--- src/rtl/spimastertx.sv ---
// spimastertx - 16-bit CS/SCL/MOSI frame transmitter with a one-word holding
// register, for the FPGA SPI slave receivers.
//
// Each frame is framed by SCL periods with CS low on both sides. The leading
// one resets the slave's bit counter. The trailing one is the slave's capture
// edge. When a word is waiting at the end of the trailing period, that period
// also serves as the next frame's leading period, so back-to-back frames cost
// 17 SCL periods instead of 18.
//
// Parameters:
//   CLKDIV  clk cycles per SCL half-period (2..255)
//
// Ports:
//   clk     system clock, all logic on posedge
//   resetq  asynchronous active-low reset
//   tx      word to send, sampled when wr=1
//   wr      single-cycle write strobe
//   busy    frame in progress or holding register full (registered)
//   ovf     sticky overrun flag: a write landed on a full holding register
//   CS      frame select, active high (registered)
//   SCL     serial clock, idles low (registered)
//   MOSI    serial data, MSB first (registered)

module spimastertx #(
  parameter int unsigned CLKDIV = 4
) (
  input  logic        clk,
  input  logic        resetq,
  input  logic [15:0] tx,
  input  logic        wr,
  output logic        busy,
  output logic        ovf,
  output logic        CS,
  output logic        SCL,
  output logic        MOSI
);

  localparam logic [1:0] ST_IDLE  = 2'd0;
  localparam logic [1:0] ST_LEAD  = 2'd1;
  localparam logic [1:0] ST_SHIFT = 2'd2;
  localparam logic [1:0] ST_TRAIL = 2'd3;

  localparam logic [7:0] PHASE_LAST = 8'(CLKDIV - 1);

  logic [1:0]  state, state_d;
  logic [15:0] hold;
  logic        full, full_d;
  logic [15:0] shift, shift_d;
  logic [7:0]  phase, phase_d;
  logic [3:0]  bitcnt, bitcnt_d;
  logic        ovf_d, busy_d, cs_d, scl_d, mosi_d;

  logic        half_end;    // last clk cycle of the current SCL half
  logic        period_end;  // last clk cycle of the high half
  logic        consume;     // FSM takes the holding word this cycle
  logic [3:0]  bit_next;
  logic [3:0]  bit_idx;

  assign half_end   = (phase == PHASE_LAST);
  assign period_end = half_end && SCL;
  assign consume    = full && ((state == ST_IDLE) ||
                               (state == ST_TRAIL && period_end));
  // The bit counter wraps 15 -> 0, and that wrap is the SHIFT exit.
  assign bit_next   = bitcnt + 4'd1;
  assign bit_idx    = 4'd15 - bit_next;

  // NOTE: every signal this block assigns gets a default first, so no path
  // leaves one unassigned and no latch is inferred.
  always_comb begin
    state_d  = state;
    shift_d  = shift;
    phase_d  = phase;
    bitcnt_d = bitcnt;
    cs_d     = CS;
    scl_d    = SCL;
    mosi_d   = MOSI;

    if (state == ST_IDLE) begin
      phase_d = '0;
      scl_d   = 1'b0;
      cs_d    = 1'b0;
      mosi_d  = 1'b0;
      if (full) begin
        shift_d = hold;
        state_d = ST_LEAD;
      end
    end else begin
      if (half_end) begin
        phase_d = '0;
        scl_d   = ~SCL;
      end else begin
        phase_d = phase + 8'd1;
      end

      // CS and MOSI move only together with the SCL falling edge, which
      // gives a full low half of setup before the slave's rising edge.
      if (period_end) begin
        case (state)
          ST_LEAD: begin
            state_d  = ST_SHIFT;
            bitcnt_d = '0;
            cs_d     = 1'b1;
            mosi_d   = shift[15];
          end
          ST_SHIFT: begin
            bitcnt_d = bit_next;
            if (bitcnt == 4'd15) begin
              state_d = ST_TRAIL;
              cs_d    = 1'b0;
              mosi_d  = 1'b0;
            end else begin
              mosi_d  = shift[bit_idx];
            end
          end
          default: begin  // ST_TRAIL
            if (full) begin
              // This trailing period already gave the slave its
              // counter-reset edge, so skip LEAD.
              state_d  = ST_SHIFT;
              shift_d  = hold;
              bitcnt_d = '0;
              cs_d     = 1'b1;
              mosi_d   = hold[15];
            end else begin
              state_d  = ST_IDLE;
              cs_d     = 1'b0;
              mosi_d   = 1'b0;
            end
          end
        endcase
      end
    end
  end

  // Holding register flags. A write on the consume cycle refills the
  // register the FSM is emptying, so it is not an overrun.
  always_comb begin
    full_d = full;
    ovf_d  = ovf;
    if (wr) begin
      full_d = 1'b1;
      if (full && !consume) begin
        ovf_d = 1'b1;
      end
    end else if (consume) begin
      full_d = 1'b0;
    end
    busy_d = (state_d != ST_IDLE) || full_d;
  end

  // NOTE: sequential state uses non-blocking assignments only, so every
  // register samples the pre-edge values regardless of block ordering.
  always_ff @(posedge clk or negedge resetq) begin
    if (!resetq) begin
      state  <= ST_IDLE;
      full   <= 1'b0;
      shift  <= '0;
      phase  <= '0;
      bitcnt <= '0;
      ovf    <= 1'b0;
      busy   <= 1'b0;
      CS     <= 1'b0;
      SCL    <= 1'b0;
      MOSI   <= 1'b0;
    end else begin
      state  <= state_d;
      full   <= full_d;
      shift  <= shift_d;
      phase  <= phase_d;
      bitcnt <= bitcnt_d;
      ovf    <= ovf_d;
      busy   <= busy_d;
      CS     <= cs_d;
      SCL    <= scl_d;
      MOSI   <= mosi_d;
    end
  end

  // NOTE: the holding data has no reset; it is never read unless full=1,
  // and full is reset.
  always_ff @(posedge clk) begin
    if (wr) begin
      hold <= tx;
    end
  end

endmodule

--- config.mk ---
export PLATFORM = sky130hd
export DESIGN_NAME = spimastertx
export DESIGN_NICKNAME = d
export VERILOG_FILES = /design/src/rtl/spimastertx.sv
export SDC_FILE = /design/constraint.sdc
export NUM_CORES = 1
export LEC_CHECK = 0
export ABC_AREA = 1
export CAP_MARGIN = 30
export CORE_UTILIZATION = 61
export CTS_CLUSTER_SIZE = 40
export DETAILED_ROUTE_END_ITERATION = 16
export PLACE_DENSITY = 0.84
export SLEW_MARGIN = 10
export SYNTH_ARGS = -nofsm -noshare
export SYNTH_HDL_FRONTEND = slang
export SYNTH_SLANG_ARGS = --single-unit
--- constraint.sdc ---
create_clock -name clk -period 3.1 [get_ports clk]
set_input_delay 0.62 -clock clk [delete_from_list [all_inputs] [get_ports clk]]
set_output_delay 0.62 -clock clk [all_outputs]
set_load 0.005 [all_outputs]
; ---- Word level (Yosys, flattened, before mapping)
; Index checks and enable logic that the tools add are counted.
[classes]
reduce_logical = 17
addsub = 3
n_mux = 30
n_bitwise = 2
eq_ne = 7
order_cmp = 1
[op_table]
columns = op, n
row1 = 2-to-1 mux 16 bit, 4
row2 = 2-to-1 mux 8 bit, 2
row3 = 2-to-1 mux 1 bit, 13
row4 = 2-to-1 mux 2 bit, 5
row5 = "adder 8 x 1 -> 8 bit, second input constant", 1
row6 = "equality test 8 x 2 -> 1 bit, second input constant", 1
row7 = case mux 4 bit (2 select lines), 1
row8 = AND reduction 2 bit, 3
row9 = nonzero test 2 bit, 3
row10 = "less-than comparator 4 x 5 -> 1 bit, second input constant", 1
row11 = "adder 4 x 1 -> 4 bit, second input constant", 1
row12 = binary-select mux 1 bit (select 4 bit), 1
row13 = "equality test 2 bit, second input constant", 2
row14 = "equality test 4 bit, second input constant", 1
row15 = logical AND 1 bit, 4
row16 = 2-to-1 mux 4 bit, 1
row17 = case mux 1 bit (2 select lines), 2
row18 = case mux 2 bit (2 select lines), 1
row19 = "subtractor 4 bit, first input constant", 1
row20 = "!= test 3 bit, second input constant", 1
row21 = AND reduction 3 bit, 1
row22 = nonzero test 3 bit, 1
row23 = "equality test 2 x 1 -> 1 bit, second input constant", 1
row24 = logical NOT 2 bit, 1
row25 = 5 further kinds, 7
[word_totals]
elab_cells = 71
inputBits = 19
ff_bits = 52
out_inout_bits = 5

; ---- Depth between registers and ports, before layout
; Gate-level depths: netlist (run 1).
[depth]
ltp_word = 8
ltp_mapped = 10
ltp_nobuf = 10

; ---- Least setup slack after synthesis (run 1)
; Ideal clock, no wire load.
[synth_path]
path_kind = register to register
startpoint = register state[1]
endpoint = register shift[11]
stages_incl_launch_ff = 10
setup_slack_ns = 1.530
setup_time_ns = 0.119
synth_period_minus_slack_ns = 1.570
t_required_ns = 2.981
t_arrival_ns = 1.450
path_buffers = 2
cell_sequence = dfrtp_1 -> inv_1 -> ha_1 -> clkbuf_1 -> inv_2 -> nand2_4 -> nand3_4 -> buf_6 -> nor2_2 -> a21oi_2
[synth_between]
elab_chain_len = 4
word_cells_on_any_way = 8
cone_classes = 3 x eq/ne / 1 x mux / 4 x reduce/logical
[synth_lines]
columns = item, line_no
row1 = start: declaration, 45  ; logic [1:0] state, state_d;
row2 = start signal: assignment, 166  ; state <= state_d;
row3 = equality test 2 bit / equality test 2 x 1 -> 1 bit (equally long branches), 98  ; case (state)
row4 = OR reduction 2 bit (no line), -
row5 = != test 2 x 1 -> 1 bit (no line), -
row6 = AND reduction 2 bit (no line), -
row7 = end signal: assignment, 168  ; shift <= shift_d;
row8 = end: declaration, 48  ; logic [15:0] shift, shift_d;
; Several ways; a longest one is shown, not always the timed one.
; A chain may end at the register's enable or synchronous reset.

; ---- Final worst setup path (run 1)
[layout_path]
startpoint = register state[1]
endpoint = register shift[1]
; The elaborated chain is that of the path after synthesis.

==> metrics.md, run 1 <==
| Metric | Value |
|---|---|
| GRT met2 Usage | `37.6%` |
| IO Count | `24` |
| Hold_buf cts | `0` |
| Status | `finished, final reports clean` |
| Clk_lat worst skew | `300 ps` |
| Top post-synthesis cells by count | `41 x nand2_1, 36 x dfrtp_1, 34 x inv_1` |
| Actual slew at the worst max-slew pin | `729 ps` |
| CTS max path bufs | `2` |
| Initial antenna violation count | `0` |
| Period utilization | `67.0%` |
| Share of layout cells above drive strength 1 | `16.3%` |
| TNS Setup | `0 ps` |
| FF-to-FF setup slack | `1020 ps` |
| Grt total ovfl | `0` |
| CTS tree | `yes` |
| Setup violators final | `0` |
| Vias per cell | `5.30` |
| Vias in the first global route | `1,686` |
| Final hold violation count | `0` |
| Critical path peak fanout | `32` |
| Largest net degree at the start of global routing | `37` |
| Die H | `65.7 µm` |
| Syn_area_per_cell | `9.95 µm²` |
| Class of the most critical hold timing path | `flip-flop to flip-flop` |
| EDFF count, synth | `16` |
| PD cells | `730 nW/µm²` |
| DR pass1 iterations | `4` |
| Via Count | `1,717` |
| Setup crit end kind | `flip-flop` |
| Top-count cell post-synth | `nand2_1` |
| Synth area leaders | `dfrtp_1 36%, edfxtp_1 19%, nand2_1 6.2%` |
| Synth Register Bits | `52` |
| # diodes | `0` |
| Number of routed nets with antenna violations | `0` |
| Req. time, crit path | `3270 ps` |
| Ys async rst share | `69.2%` |
| Die area | `4320 µm²` |
| Reg area | `1380 µm²` |
| Unrepaired setup endpoints after global routing | `no` |
| Critical setup path kind | `flip-flop to flip-flop` |
| Fmax | `481 MHz` |
| Max Slew Vio Count | `0` |
| Detailed Place HPWL | `2.97 mm` |
| Root Driver | `clkbuf_8` |
| Nets | `300` |
| WL per Instance | `12.4 µm` |
| Total Power | `2050 µW` |
| PortBufs | `23` |
| Residual DRC count | `0` |
| Syn Std Cell Area | `2480 µm²` |
| Max VDD drop | `571 µV` |
| Synth-to-Final Area Change | `13.5%` |
| Post-synth top area share | `36.4%` |
| Post-Route Utilization | `74.6%` |
| Fillers | `273` |
| Multi-input logic area | `907 µm²` |
| GP Congestion | `0.814` |
| # Max-Cap Violations | `0` |
| Sinks on Clock Net | `52` |
| Leakage power | `0.00124 µW` |
| M3 GR Usage | `4.86%` |
| Max Clock Skew | `5.34 ps` |
| Syn Nets | `274` |
| H-tree Lvls | `2` |
| Initial DRC Count | `101` |
| Count of cell types in the netlist | `29` |
| Post-Syn Instances | `249` |
| Setup crit start kind | `flip-flop` |
| Tmin final | `2080 ps` |
| Yosys warnings | `0` |
| TritonCTS Buffers | `5` |
| Sequential share of the synthesized area | `55.8%` |
| Post-CTS setup buffers | `0` |
| Initial Util | `65.7%` |
| Synth Flop Type | `dfrtp_1` |
| Cell Rows | `22` |
| First-pass GRT wire length | `7.07 mm` |
| CTS clk-pin slew, worst paths | `80 ps` |
| # resized after CTS | `0` |
| Slew headroom | `51.2%` |
| Worst Path Arrival | `2250 ps` |
| Leading area contributor after synthesis | `dfrtp_1` |
| Chip width | `65.7 µm` |
| M1 GR Usage | `26.8%` |
| Tot GR Track Use | `22.1%` |
| Core area | `3770 µm²` |
| Final wirelength | `4.03 mm` |
| GR peak layer | `met2` |
==> worst max-delay path, stage by stage, from the launching register on <==
cell and delay, ps:
dfrtp_1 430, inv_1 130, ha_1 370, inv_2 160, nand2_4 120, nand3_4 380
nor2_1 310, a21oi_2 50
==> flip-flops by register name, summed over array words and instances (netlist names) <==
name    cells
shift      16
ovf         1
phase       8
SCL         1
hold       16
busy        1
CS          1
bitcnt      4
state       2
MOSI        1
full        1
==> final timing paths <==
path,startpoint,to,depth (start not counted)
setup / recovery,state[1],shift[1],7
hold / removal,phase[0],phase[0],1
setup reg to reg,state[1],shift[1],7
hold reg to reg,phase[0],phase[0],1
max in group asynchronous,resetq,shift[10],2
min in group asynchronous,resetq,phase[2],2
==> per-layer routing <==
layer  vias up  wire length (µm)
met1       826              1810
met4         0                74
met2        30              2010
li1        853                 -
met3         8               136
met5         -                 0
==> report_power, final <==
| group | internal [µW] | total, µW | switching, µW |
|---|---|---|---|
| logic | 282 | 723 | 441 |
| clock network | 157 | 356 | 199 |
| registers | 879 | 973 | 94.2 |
==> metrics by stage <==
| step | hold WS [ps] | area, µm² | std cells | setup slack, ps |
|---|---|---|---|---|
| floorplan | 324 | 2480 | 249 | 1530 |
| global placement | 451 | 2730 | 316 | 1140 |
| detailed placement | 463 | 2730 | 316 | 1040 |
| CTS | 474 | 2810 | 324 | 1020 |
| global route | 488 | 2810 | 324 | 835 |
| finish | 473 | 2810 | 324 | 1020 |
==> placed cells by master (no fill, tap or decap), types with 5 or more instances in the layout <==
master,count
nor2_2,11
ha_1,6
a21oi_2,13
nor3_1,6
clkbuf_8,5
clkdlybuf4s50_1,23
nand2_1,41
inv_1,34
a21oi_1,7
nand3_1,23
nor2_1,21
inv_2,5
edfxtp_1,16
dfrtp_1,36
==> logic make-up after synthesis <==
logic type,synth area share [%]
buffers and inverters,7.63
flip-flops,55.8
XOR/XNOR,1.77
adder cells (fa/ha/maj),3.03
AND/OR/NAND/NOR,22.7
AO/OA/AOI/OAI,9.09
==> layout make-up <==
cell class	count	area share (%)
Inverter	39	5.20
Tap cell	48	2.14
Timing Repair Buffer	24	8.45
Multi-Input combinational cell	153	32.3
Clock inverter	1	0.133
Clock buffer	7	2.71
Sequential cell	52	49.1
Note: power is estimated with default switching activity, not from simulation.
==> run 2, diff against run 1 <==
CORE_UTILIZATION = 51   (was 61)
PLACE_DENSITY = 0.75   (was 0.84)
clock period = 1.8 ns   (was 3.1 ns; I/O delays follow)
==> metrics.md, run 2 (same netlist as run 1, synthesis figures left out) <==
| Metric | Value |
|---|---|
| Status | `finished, final reports clean` |
| Initial antenna violation count | `0` |
| Critical path peak fanout | `7` |
| Largest net degree at the start of global routing | `37` |
| Class of the most critical hold timing path | `flip-flop to flip-flop` |
| Commonest non-fill, non-tap cells in the layout | `41 x nand2_1, 36 x dfrtp_1, 34 x inv_1` |
| Placed cell count | `324` |
| Critical setup path kind | `flip-flop to output pin` |
| Final wirelength | `4.01 mm` |
| Worst Path Arrival | `1370 ps` |
| Leakage power | `0.00127 µW` |
| Req. time, crit path | `1440 ps` |
| Fillers | `368` |
| Grt total ovfl | `0` |
| R2R depth | `9` |
| Chip width | `71.7 µm` |
| Residual DRC count | `0` |
| Min-Delay Path Depth | `1` |
| Core area | `4500 µm²` |
| Final hold violation count | `0` |
| Total Power | `3580 µW` |
| GP Congestion | `0.878` |
| IO Count | `24` |
| Detailed Place HPWL | `3.00 mm` |
| Sinks on Clock Net | `52` |
| Setup crit end kind | `output pin` |
| Vias per cell | `5.11` |
| CP Cell Sequence | `clkdlybuf4s50_1` |
| CTS max path bufs | `2` |
| # diodes | `0` |
| Post-CTS setup buffers | `0` |
| TNS Setup | `0 ps` |
| Slew headroom | `70.0%` |
| Die H | `71.7 µm` |
| CTS clk-pin slew, worst paths | `80 ps` |
| # resized after CTS | `0` |
| PD cells | `1250 nW/µm²` |
| # Max-Cap Violations | `0` |
| Unrepaired setup endpoints after global routing | `no` |
| H-tree Lvls | `2` |
| Root Driver | `clkbuf_8` |
| Actual slew at the worst max-slew pin | `450 ps` |
| Fin cells | `332` |
| Number of routed nets with antenna violations | `0` |
| Nets | `304` |
| Synth-to-Final Area Change | `15.5%` |
| Fmax | `579 MHz` |
| Tmin final | `1730 ps` |
| Via Count | `1,696` |
| Critical Path Stages | `1` |
| Cell Rows | `24` |
| Clk_lat worst skew | `300 ps` |
| DR pass1 iterations | `4` |
| Top delay family on crit path | `buffers and inverters` |
| Commonest non-fill, non-tap cell in the layout | `nand2_1` |
| Max Slew Vio Count | `0` |
| Biggest regs | `hold: 16 flops, shift: 16 flops, phase: 8 flops` |
| TritonCTS Buffers | `5` |
| Crit path max-delay cell type | `clkdlybuf4s50_1` |
| PortBufs | `23` |
| Initial DRC Count | `76` |
| Max VDD drop | `648 µV` |
| WL per Instance | `12.1 µm` |
| Setup crit start kind | `flip-flop` |
| Hold_buf cts | `0` |
| Share of layout cells above drive strength 1 | `17.5%` |
| First-pass GRT wire length | `7.27 mm` |
| CP peak stage delay | `560 ps` |
| Period utilization | `95.9%` |
| Die area | `5140 µm²` |
| CTS tree | `yes` |
| Setup violators final | `0` |
| CP bufs+invs | `1` |
| Vias in the first global route | `1,688` |
| Tot GR Track Use | `18.4%` |
| Initial Util | `55.0%` |
| Max Clock Skew | `6.47 ps` |
[run 2: stage by stage]
step           instance area, µm²  util, %  hold WS (ps)  setup WS, ps
3_5_place_dp                 2780     61.7           443           116
2_1_floorplan                2480        -          64.4           230
6_report                     2860     63.5           456          72.9
4_1_cts                      2860     63.5           462          63.6
5_1_grt                      2860     63.5           496         0.703
3_3_place_gp                 2780     61.7           441           210
[run 2: final timing paths]
kind                                from        end  slack [ps]
worst max-delay path                 SCL        SCL          70
worst min-delay path                 ovf        ovf         460
worst max register to register  phase[0]   shift[4]         100
worst min register to register       ovf        ovf         460
max in group asynchronous         resetq  shift[15]        1010
min in group asynchronous         resetq   phase[1]         470
[run 2: cell type report]
class / count / area [µm²] / area share [%]
inverter: 39 / 146 / 5.12
clock inverter: 1 / 3.75 / 0.131
timing repair buffer: 28 / 280 / 9.80
multi-input combinational: 153 / 907 / 31.7
sequential: 52 / 1380 / 48.3
clock buffer: 7 / 76.3 / 2.67
tap: 52 / 65.1 / 2.27
[run 2: worst register-to-register path, stage by stage (launching register included)]
cell     delay [ps]
dfrtp_1         380
ha_1            270
nand3_4         120
nor2_8          170
nand2_4          90
nand2_4          90
nand3_4         110
buf_12          210
nor2_2          120
a21oi_2          40
[run 2: where the power goes]
part / total [µW] / switching [µW] / internal [µW]
Sequential: 1670 / 161 / 1510
Clock: 609 / 338 / 271
Combinational: 1300 / 768 / 531
Total: 3580 / 1270 / 2320
[run 2: routing by layer]
metal	up-vias	part of all wire, %	GRT usage (%)
met5	-	0	0
met2	26	48	29.8
li1	860	-	-
met4	0	1.5	6.32
met1	805	47	24.5
met3	5	3.1	4.22
